### src/rtl/pc_pkg.sv
// pc_pkg: branch funct3 codes, BTB entry layout and saturating 2-bit counter helpers
package pc_pkg;
  localparam logic [2:0] BR_BEQ  = 3'b000;
  localparam logic [2:0] BR_BNE  = 3'b001;
  localparam logic [2:0] BR_BLT  = 3'b100;
  localparam logic [2:0] BR_BGE  = 3'b101;
  localparam logic [2:0] BR_BLTU = 3'b110;
  localparam logic [2:0] BR_BGEU = 3'b111;
  // Tag and target fields are sized for the widest supported PC; narrower
  // configurations zero-extend into them.
  localparam int PC_W = 32;
  typedef struct packed {
    logic            valid;
    logic [PC_W-1:0] tag;
    logic [PC_W-1:0] target;
    logic [1:0]      ctr;
  } btb_entry_t;
  function automatic logic [1:0] ctr_inc(input logic [1:0] c);
    return (c == 2'b11) ? c : c + 2'd1;
  endfunction
  function automatic logic [1:0] ctr_dec(input logic [1:0] c);
    return (c == 2'b00) ? c : c - 2'd1;
  endfunction
endpackage

### src/rtl/btb.sv
// btb: direct-mapped branch target buffer with 2-bit taken counters
//  clk, rst_n        clock, async active-low reset (clears all entries)
//  lookup_pc         fetch PC to look up
//  pred_taken        entry hit and counter says taken
//  pred_target       stored target of the looked-up entry
//  upd_en            EX holds a resolved branch/jump
//  upd_pc            PC of that branch/jump
//  upd_taken         it was taken
//  upd_target        its resolved target
module btb
  import pc_pkg::*;
#(
  parameter int WIDTH   = 32,
  parameter int ENTRIES = 16
) (
  input  logic             clk,
  input  logic             rst_n,
  input  logic [WIDTH-1:0] lookup_pc,
  output logic             pred_taken,
  output logic [WIDTH-1:0] pred_target,
  input  logic             upd_en,
  input  logic [WIDTH-1:0] upd_pc,
  input  logic             upd_taken,
  input  logic [WIDTH-1:0] upd_target
);
  localparam int IDX = $clog2(ENTRIES);
  btb_entry_t mem [ENTRIES];
  btb_entry_t rd, cur, nxt;
  logic [IDX-1:0] ri, ui;
  logic [PC_W-1:0] rtag, utag;
  logic uhit;
  assign ri = lookup_pc[IDX+1:2];
  assign ui = upd_pc[IDX+1:2];
  assign rtag = PC_W'(lookup_pc[WIDTH-1:IDX+2]);
  assign utag = PC_W'(upd_pc[WIDTH-1:IDX+2]);
  // Lookup sees the array before this cycle's update lands (no bypass).
  assign rd = mem[ri];
  assign pred_taken = rd.valid && rd.tag == rtag && rd.ctr[1];
  assign pred_target = rd.target[WIDTH-1:0];
  assign cur = mem[ui];
  assign uhit = cur.valid && cur.tag == utag;
  always_comb begin
    nxt = cur;
    nxt.valid = 1'b1;
    nxt.tag = utag;
    nxt.target = upd_taken ? PC_W'(upd_target) : cur.target;
    nxt.ctr = !uhit ? 2'b10 : upd_taken ? ctr_inc(cur.ctr) : ctr_dec(cur.ctr);
  end
  always_ff @(posedge clk or negedge rst_n)
    if (!rst_n)
      for (int i = 0; i < ENTRIES; i++) mem[i] <= '0;
    else if (upd_en && (uhit || upd_taken))
      mem[ui] <= nxt;
endmodule

### src/rtl/pc_redirect_unit.sv
// pc_redirect_unit: fetch PC register, EX branch/jump resolution, redirect/flush and mispredict count
//  Inputs: clk, rst_n (async active-low), StallF, EX-stage branch info
//   (ValidE, BranchE, JumpE, JALRE, Funct3E, ZeroE, LtE, LtuE, PCE, PCTargetE,
//   ALUResultE, PredNextE).
//  Outputs: PCF, PCPlus4F, PredNextF, FlushD, FlushE, MispredictCnt.
//  Define BTB_PREDICT_EN to predict with a BTB; otherwise prediction is static not-taken.
module pc_redirect_unit
  import pc_pkg::*;
#(
  parameter int               WIDTH       = 32,
  parameter logic [WIDTH-1:0] RESET_PC    = '0,
  parameter int               BTB_ENTRIES = 16,
  parameter int               CNT_W       = 16
) (
  input  logic             clk,
  input  logic             rst_n,
  input  logic             StallF,
  input  logic             ValidE,
  input  logic             BranchE,
  input  logic             JumpE,
  input  logic             JALRE,
  input  logic [2:0]       Funct3E,
  input  logic             ZeroE,
  input  logic             LtE,
  input  logic             LtuE,
  input  logic [WIDTH-1:0] PCE,
  input  logic [WIDTH-1:0] PCTargetE,
  input  logic [WIDTH-1:0] ALUResultE,
  input  logic [WIDTH-1:0] PredNextE,
  output logic [WIDTH-1:0] PCF,
  output logic [WIDTH-1:0] PCPlus4F,
  output logic [WIDTH-1:0] PredNextF,
  output logic             FlushD,
  output logic             FlushE,
  output logic [CNT_W-1:0] MispredictCnt
);
  if (BTB_ENTRIES < 2 || (BTB_ENTRIES & (BTB_ENTRIES - 1)) != 0) begin : g_bad_btb
    $error("BTB_ENTRIES must be a power of 2 and >= 2");
  end
  logic cond, taken, mispred;
  logic [WIDTH-1:0] target, actual;
  always_comb
    cond = Funct3E == BR_BEQ  ? ZeroE :
           Funct3E == BR_BNE  ? !ZeroE :
           Funct3E == BR_BLT  ? LtE :
           Funct3E == BR_BGE  ? !LtE :
           Funct3E == BR_BLTU ? LtuE :
           Funct3E == BR_BGEU ? !LtuE : 1'b0;
  assign taken = JumpE || (BranchE && cond);
  assign target = (JumpE && JALRE) ? {ALUResultE[WIDTH-1:1], 1'b0} : PCTargetE;
  assign actual = taken ? target : PCE + WIDTH'(4);
  assign mispred = ValidE && actual != PredNextE;
  assign FlushD = mispred;
  assign FlushE = mispred;
  assign PCPlus4F = PCF + WIDTH'(4);
`ifdef BTB_PREDICT_EN
  logic btb_taken;
  logic [WIDTH-1:0] btb_target;
  btb #(.WIDTH(WIDTH), .ENTRIES(BTB_ENTRIES)) u_btb (
    .clk(clk),
    .rst_n(rst_n),
    .lookup_pc(PCF),
    .pred_taken(btb_taken),
    .pred_target(btb_target),
    .upd_en(ValidE && (BranchE || JumpE)),
    .upd_pc(PCE),
    .upd_taken(taken),
    .upd_target(target)
  );
  assign PredNextF = btb_taken ? btb_target : PCPlus4F;
`else
  assign PredNextF = PCPlus4F;
`endif
  // A redirect must land even while the hazard unit stalls fetch.
  always_ff @(posedge clk or negedge rst_n)
    if (!rst_n) begin
      PCF <= RESET_PC;
      MispredictCnt <= '0;
    end else begin
      PCF <= mispred ? actual : StallF ? PCF : PredNextF;
      MispredictCnt <= (mispred && !(&MispredictCnt)) ? MispredictCnt + CNT_W'(1) : MispredictCnt;
    end
endmodule

### config.mk
export PLATFORM = sky130hd
export DESIGN_NAME = pc_redirect_unit
export DESIGN_NICKNAME = d
export VERILOG_FILES = /design/src/rtl/pc_pkg.sv /design/src/rtl/btb.sv /design/src/rtl/pc_redirect_unit.sv
export SDC_FILE = /design/constraint.sdc
export NUM_CORES = 1
export LEC_CHECK = 0
export CAP_MARGIN = 20
export CORE_ASPECT_RATIO = 0.5
export CORE_MARGIN = 1
export CORE_UTILIZATION = 30
export CTS_CLUSTER_SIZE = 16
export DETAILED_ROUTE_END_ITERATION = 8
export GPL_ROUTABILITY_DRIVEN = 0
export SETUP_SLACK_MARGIN = 0.3
export SYNTH_ARGS = -nofsm -noshare
export SYNTH_HDL_FRONTEND = slang
export SYNTH_SLANG_ARGS = --single-unit
### constraint.sdc
create_clock -name clk -period 6.9 [get_ports clk]
set_clock_uncertainty 0.1 [all_clocks]
set_input_delay 1.725 -clock clk [delete_from_list [all_inputs] [get_ports clk]]
set_output_delay 1.725 -clock clk [all_outputs]
set_load 0.05 [all_outputs]
After elaboration in Yosys (flattened, before gate mapping)
Index checks and enable logic that the tools add are counted.

Reductions and logical operators: 11. Muxes and demuxes: 10. Equal/unequal tests: 7. Add/subtract/negate cells: 3.

Operators by type and width (number): 32-bit 2-to-1 mux (4); 32-bit by 3-bit adder with 32-bit output, second input constant (2); 32-bit inequality test (1); 16-bit by 1-bit adder with 16-bit output, second input constant (1); 16-bit AND reduction (1); 3-bit == test, second input constant (4); 1-bit 2-to-1 mux (6); 1-bit logical AND (4); 1-bit logical NOT (4); 3-bit by 1-bit == test with 1-bit output, second input constant (1); 3-bit logical NOT (1); 2-bit by 1-bit inequality test with 1-bit output, second input constant (1); 1-bit logical OR (1).

Word-level logic and storage cells: 33. Bits in registers: 48. Bits of input ports: 141. Output and inout bits: 114.

Longest topological paths before layout
Gate-level depths: netlist (run 1).

Depth in word-level cells: 13. Depth in mapped cells: 16.

Worst setup path after synthesis (run 1)
No wires, ideal clock.

Kind: input to output. Start point: in Funct3E[2]. End point: out FlushE. Data required time: 5.075 ns. Cell stages on the path: 12. Path slack: 0.458 ns. Buffers on the path: 3. Data arrival time: 4.617 ns. Path through: mux2i_2 > mux2_2 > o21ai_2 > mux2_2 > o2bb2ai_1 > nor4_1 > nand4_1 > o21ai_4 > inv_2 > buf_6 > buf_2 > buf_4.

Cells in the longest elaborated chain, start to end: 12. Elaborated cells between the ends (all ways): 17. Classes of those cells: 6 x eq/ne; 7 x mux; 4 x reduce/logical.

RTL lines: from (decl) (RTL line pc_redirect_unit.sv:22) `input logic [2:0] Funct3E,`; 3-bit == test (RTL line pc_redirect_unit.sv:48) `Funct3E == BR_BGEU ? !LtuE : 1'b0;`; 1-bit 2-to-1 mux (RTL line pc_redirect_unit.sv:48); 1-bit 2-to-1 mux (RTL line pc_redirect_unit.sv:47) `Funct3E == BR_BLTU ? LtuE :`; 1-bit 2-to-1 mux (RTL line pc_redirect_unit.sv:46) `Funct3E == BR_BGE ? !LtE :`; 1-bit 2-to-1 mux (RTL line pc_redirect_unit.sv:45) `Funct3E == BR_BLT ? LtE :`; 1-bit 2-to-1 mux (RTL line pc_redirect_unit.sv:44) `Funct3E == BR_BNE ? !ZeroE :`; 1-bit 2-to-1 mux (*) (RTL line pc_redirect_unit.sv:43) `cond = Funct3E == BR_BEQ ? ZeroE :`; 1-bit logical AND (*) (RTL line pc_redirect_unit.sv:49) `assign taken = JumpE || (BranchE && cond);`; 1-bit logical OR (*) (RTL line pc_redirect_unit.sv:49); 32-bit 2-to-1 mux (*) (RTL line pc_redirect_unit.sv:51) `assign actual = taken ? target : PCE + WIDTH'(4);`; 32-bit inequality test (*) (RTL line pc_redirect_unit.sv:52) `assign mispred = ValidE && actual != PredNextE;`; 1-bit logical AND (*) (RTL line pc_redirect_unit.sv:52); to (decl) (RTL line pc_redirect_unit.sv:34) `output logic FlushE,`.

Every way passes the cells marked *; elsewhere a longest branch is shown, timed or not.

Final worst setup path (run 1)
Start point: in PCE[2]. End point: out FlushD.

Cells in the longest elaborated chain, start to end: 4.

RTL lines: from (decl) (RTL line pc_redirect_unit.sv:26) `input logic [WIDTH-1:0] PCE,`; 32-bit by 3-bit adder with 32-bit output (RTL line pc_redirect_unit.sv:51); 32-bit 2-to-1 mux (RTL line pc_redirect_unit.sv:51); 32-bit inequality test (RTL line pc_redirect_unit.sv:52); 1-bit logical AND (RTL line pc_redirect_unit.sv:52); to (decl) (RTL line pc_redirect_unit.sv:33) `output logic FlushD,`.

No other way between the ends.

==> impl_metrics.toml, run 1 <==
[floorplan]
initial_core_util_pct = 31.49
rows = 34
dieWidth_microns = 195.7
core_area_sq_um = 17870
ios = 255
fp.dieArea_sq_um = 19340
fp.dieH_microns = 98.84

[logic_synthesis]
synth_common_cells = "66 x xnor2_1, 60 x nor2_1, 57 x nand2_1"
yosysWarnings = 0
synth_seq_cells = 48
ys_top_cells_by_area = "dfrtp_1 21%, xnor2_1 10%, xor2_1 7.3%, mux2i_1 6.0%, buf_4 4.7%"
postSynthAreaPerCell_sq_um = 8.084
synth_ff_type = "dfrtp_1"
ys_seq_area_share_pct = 21.35
synth_most_common_cell = "xnor2_1"
ys_types = 74
netlist_area_sq_um = 5627
syn_nets = 840
yosys.area.top_type = "dfrtp_1"
synth_cells = 696
synth-edff-count = 0
synth_top_area_share_pct = 21.35
ys_async_sr_fraction_pct = 100.0

[worst_setup_path]
cp_common_cell = "nand4_1"
start_kind = "primary input"
end_kind = "primary output"
crit_path_top_delay_cell = "clkdlybuf4s50_1"
arrival_ps = 4710
worst-path-buf-inv = 4
cp_max_fo = 7
slowest_delay_ps = 490
critPathKind = "primary input to primary output"
worstPathRequired_ps = 5080
crit_family = "simple AND/OR/NAND/NOR gates"
r2r_slack_ps = 3680
path_cells = "clkdlybuf4s50_1 -> buf_4 -> nand4_1 -> nor4_2 -> xor2_2 -> nor2_1 -> a22o_1 -> a2111oi_2 -> nand4_1 -> o21ai_4 -> inv_2 -> buf_6"

[timing]
layout_worst_path_cycle_share_pct = 94.69
drv_slew = 0
period_minus_slack_ps = 6534
final_hold_viol_count = 0
max_freq_ghz = 0.1530
slew_headroom_pct = 28.46
setup_tns_ps = 0
tightest_slew_ps = 1070
rsz0062_at_grt = "no"
setup_viol_count_final = 0
holdWs_ps = 385.0

[status]
outcome = "finished clean"

[global_routing]
grt_max_degree = 54
grtUsageTotal_pct = 22.18
gr-total-overflow = 0
first_global_vias = 6036
grt_pass1_wl_microns = 33840
antenna_found_initial = 0

[clock_tree]
root_buffer = "clkbuf_16"
cts.path.max_buffers = 2
cts_buffers = 5
clock-sinks = 48
htree_num_levels = 2
clk_pin_slew_worst_paths_ps = 60
cts_tree = "done"
insertion_delay_ps = 280

[placed_design]
io_buffers = 253
hpwl_microns = 17900
placed_cell_area_sq_um = 8333

[route]
drt_iter0_drc = 467
drc = 0
drt-total-wl_microns = 22530
drt_pass1_iterations = 4
ant_nets = 0
wire_per_inst_microns = 18.80
vias = 6339
vias_per_cell = 5.291

[layout]
stdcell_area_sq_um = 9069
seqCellArea_sq_um = 1201
multiInputGateArea_sq_um = 4254
fillers = 1739
drive_above_1_share_pct = 15.98
nets = 1107
diodes = 0
areaGrowthSynthToFinish_pct = 61.17

[power]
power.leakage_uw = 0.003707
power.density_nw_per_um2 = 203.7
ir_drop_mv = 0.1431

[min_path]
worstHoldPathType = "register to register"

[run]
max_cap_violations = 0
worst register-to-register path, cell delays in order, from the launching register on:
cell	delay, ps
dfrtp_1	490
ha_1	280
nand2_1	90
or4_1	440
or4_1	530
nor2_1	260
nand4_1	240
nor2_1	270
nand3_1	140
xnor2_1	140
nor2_1	90
a21oi_1	40
repair_timing:
action	4_1_cts	5_1_grt
buffers inserted	8	22
endpoints found under the setup margin	2	2
gates resized for setup	20	47
cloned	1	2
pin swaps	9	25
hold buffers	0	0
per-stage QoR:
step	setup WS, ps	instances	util (%)	total power [uW]
floorplan	458.0	696	-	1128
global placement	143.7	1157	46.64	1519
detailed placement	124.1	1157	46.64	1524
CTS	300.3	1174	48.56	1821
global route	243.7	1198	50.76	1926
finish	366.1	1198	50.76	1848
routing by layer:
layer	wire length (microns)	vias to the layer above	track usage, %
met4	182	0	3.546
met1	10590	3081	31.94
li1	-	3014	-
met3	1231	17	2.738
met5	0	-	0
met2	10520	227	35.99
cells by family after synthesis:
logic type | count (synthesis) | synth area share, %
adders and majority gates | 3 | 0.6672
AOI/OAI and AO/OA | 118 | 15.26
and+or+nand+nor | 281 | 26.08
buffers and inverters | 81 | 8.472
xor gates and xnor gates | 117 | 19.21
DFF | 48 | 21.35
muxes | 48 | 8.961
registers in the layout, indices dropped and copies added (netlist names):
| register | flops |
|---|---|
| MispredictCnt | 16 |
| PCF | 32 |
placed cells by master (no fill, tap or decap), types with 6 or more instances in the layout:
cell and n:
nor2_1 60, nand2_1 55, xor2_1 42, o211ai_1 17, and3_1 15, a21oi_1 25, buf_4 65, and4_1 6
inv_1 15, o21ai_0 16, mux2i_1 27, mux2_2 11, o31a_1 6, clkdlybuf4s50_1 242, dlymetal6s2s_1 8, and2_1 9
dfrtp_1 48, nor3_1 15, nor4_1 14, nand3_1 46, xnor2_1 65, nand4_1 18
where the power goes:
group / total (uW) / switching, uW / internal (uW) / leakage (uW)
combinational: 1170 / 720 / 450 / 0.00305
clock: 272 / 102 / 171 / 0.0000808
sequential: 406 / 76.6 / 329 / 0.000579
total: 1850 / 898 / 949 / 0.00371
path summary, 6_finish.rpt:
| kind | start | to | cells after the start |
|---|---|---|---|
| worst min-delay path | MispredictCnt[8] | MispredictCnt[8] | 1 |
| max in group asynchronous | rst_n | MispredictCnt[11] | 2 |
| worst max register to register | PCF[2] | PCF[28] | 11 |
| worst min register to register | MispredictCnt[8] | MispredictCnt[8] | 1 |
| worst max-delay path | PCE[2] | FlushD | 12 |
| min in group asynchronous | rst_n | PCF[9] | 2 |
layout make-up:
class / count / share of cell area, %
multi-input combinational: 569 / 46.91
timing repair buffer: 323 / 34.15
sequential: 48 / 13.25
tap: 234 / 3.228
clock buffer: 6 / 1.421
inverter: 16 / 0.6623
clock inverter: 2 / 0.3863
Note: power is estimated with default switching activity, not from simulation.
==> run 2: changes to the inputs <==
--- a/config.mk
+++ b/config.mk
@@ -9,6 +9,7 @@
 export CORE_ASPECT_RATIO = 0.5
 export CORE_MARGIN = 1
 export CORE_UTILIZATION = 30
+export CTS_CLUSTER_DIAMETER = 200
 export CTS_CLUSTER_SIZE = 16
 export DETAILED_ROUTE_END_ITERATION = 8
 export GPL_ROUTABILITY_DRIVEN = 0
==> results of run 2 <==
The final DEF is identical to that of run 1; final timing and power are the same.
==> run 3: changes to the inputs <==
--- a/config.mk
+++ b/config.mk
@@ -8,7 +8,7 @@
 export CAP_MARGIN = 20
 export CORE_ASPECT_RATIO = 0.5
 export CORE_MARGIN = 1
-export CORE_UTILIZATION = 30
+export CORE_UTILIZATION = 25
 export CTS_CLUSTER_DIAMETER = 200
 export CTS_CLUSTER_SIZE = 16
 export DETAILED_ROUTE_END_ITERATION = 8
==> impl_metrics.toml, run 3 (same netlist as run 1, synthesis figures left out) <==
[placed_design]
placed_cell_area_sq_um = 8416
hpwl_microns = 18790
io_buffers = 253

[route]
vias_per_cell = 4.984
drc = 0
drt_pass1_iterations = 5
ant_nets = 0
drt-total-wl_microns = 22720
wire_per_inst_microns = 18.32
vias = 6180
drt_iter0_drc = 491

[timing]
rsz0062_at_grt = "no"
drv_slew = 0
max_freq_ghz = 0.1541
holdWs_ps = 390.1
period_minus_slack_ps = 6490
setup_viol_count_final = 0
layout_worst_path_cycle_share_pct = 94.06
final_hold_viol_count = 0
setup_tns_ps = 0
tightest_slew_ps = 1056
slew_headroom_pct = 29.35

[layout]
fillers = 2237
final_cell_mix = "239 x clkdlybuf4s50_1, 65 x xnor2_1, 60 x nor2_1"
drive_above_1_share_pct = 12.66
layout_commonest_cell = "clkdlybuf4s50_1"
largest_reg_flops = 32
reg_top3 = "PCF (32), MispredictCnt (16)"
nets = 1083
diodes = 0
final_core_util_pct = 40.55
regMostFlops = "PCF"
areaGrowthSynthToFinish_pct = 57.64
stdcell_area_sq_um = 8870

[global_routing]
gr-total-overflow = 0
grtUsageTotal_pct = 18.74
grt_max_degree = 49
antenna_found_initial = 0
first_global_vias = 6088
grt_pass1_wl_microns = 34220

[floorplan]
initial_core_util_pct = 25.73
ios = 255
rows = 38
core_area_sq_um = 21870
fp.dieArea_sq_um = 23150
fp.dieH_microns = 108.1
dieWidth_microns = 214.2

[power]
ir_drop_mv = 0.1129
power.leakage_uw = 0.003576
power.density_nw_per_um2 = 205.6
total_power_uw = 1823

[run]
max_cap_violations = 0

[worst_setup_path]
worstPathRequired_ps = 5080
critPathKind = "primary input to primary output"
end_kind = "primary output"
r2r_slack_ps = 3580
r2r-start = "PCF[4]"
arrival_ps = 4670
crit_path_top_delay_cell = "clkdlybuf4s50_1"
reg2reg_to = "PCF[29]"
crit_family = "buffers and inverters"
r2r_cells = 10
path_cells = "clkdlybuf4s50_1 -> buf_4 -> nand4_1 -> buf_4 -> nor4_1 -> xor3_1 -> a211oi_1 -> and4_1 -> nand4_1 -> o21ai_4 -> inv_2 -> buf_4"
cp_max_fo = 4
cp_common_cell = "buf_4"
slowest_delay_ps = 530
worst-path-buf-inv = 5
start_kind = "primary input"

[clock_tree]
htree_num_levels = 2
root_buffer = "clkbuf_16"
insertion_delay_ps = 290
cts.path.max_buffers = 2
clock-sinks = 48
clk_pin_slew_worst_paths_ps = 70
cts_tree = "done"
cts_buffers = 5

[min_path]
worstHoldPathType = "register to register"
min-delay-start = "MispredictCnt[5]"
hold-path-cell-count = 1
hold_end = "MispredictCnt[5]"

[status]
outcome = "finished clean"
[run 3: per-layer routing]
metal	track usage (%)	vias to the layer above	part of all wire [%]
met5	0	-	0
met4	5.255	0	2.3
met3	2.194	43	4.5
met2	32.51	208	48
met1	24.69	2953	45
li1	-	2976	-
[run 3: area by class of cell]
type | instances | area, sq um | area share (%)
clock buffer | 5 | 125.1 | 1.411
clock inverter | 3 | 42.54 | 0.4796
inverter | 16 | 60.06 | 0.6771
multi-input combinational | 568 | 4141 | 46.69
sequential | 48 | 1201 | 13.54
tap | 300 | 375.4 | 4.232
timing repair buffer | 300 | 2924 | 32.97
[run 3: how the worst max path moves through the flow]
| stage | start | end | slack (ps) | depth (start not counted) |
|---|---|---|---|---|
| after floorplan | Funct3E[2] | FlushE | 460 | 12 |
| after global placement | PCE[3] | FlushD | 160 | 13 |
| after detailed placement | PCE[3] | FlushD | 150 | 13 |
| after CTS | PCE[9] | FlushD | 310 | 11 |
| after global routing | PCE[2] | FlushD | 300 | 13 |
| final | PCE[9] | FlushD | 410 | 12 |
[run 3: timing repair]
| action | CTS | global route |
|---|---|---|
| hold buffers | 0 | 0 |
| setup buffers | 5 | 3 |
| resized for setup | 23 | 27 |
| endpoints found under the hold margin | 0 | 0 |
| gates cloned | 1 | 0 |
| setup endpoints to repair | 2 | 2 |
| pin swaps | 6 | 8 |
[run 3: where the power goes]
| part | internal, uW | total [uW] | switching [uW] |
|---|---|---|---|
| logic | 432 | 1140 | 710 |
| registers | 329 | 404 | 75.2 |
| clock network | 170 | 277 | 107 |
[run 3: per-stage QoR]
stage / setup slack [ps] / std cells
detailed placement: 147.2 / 1223
global placement: 159.7 / 1223
CTS: 308.0 / 1237
global route: 303.0 / 1240
floorplan: 458.0 / 696
finish: 409.9 / 1240
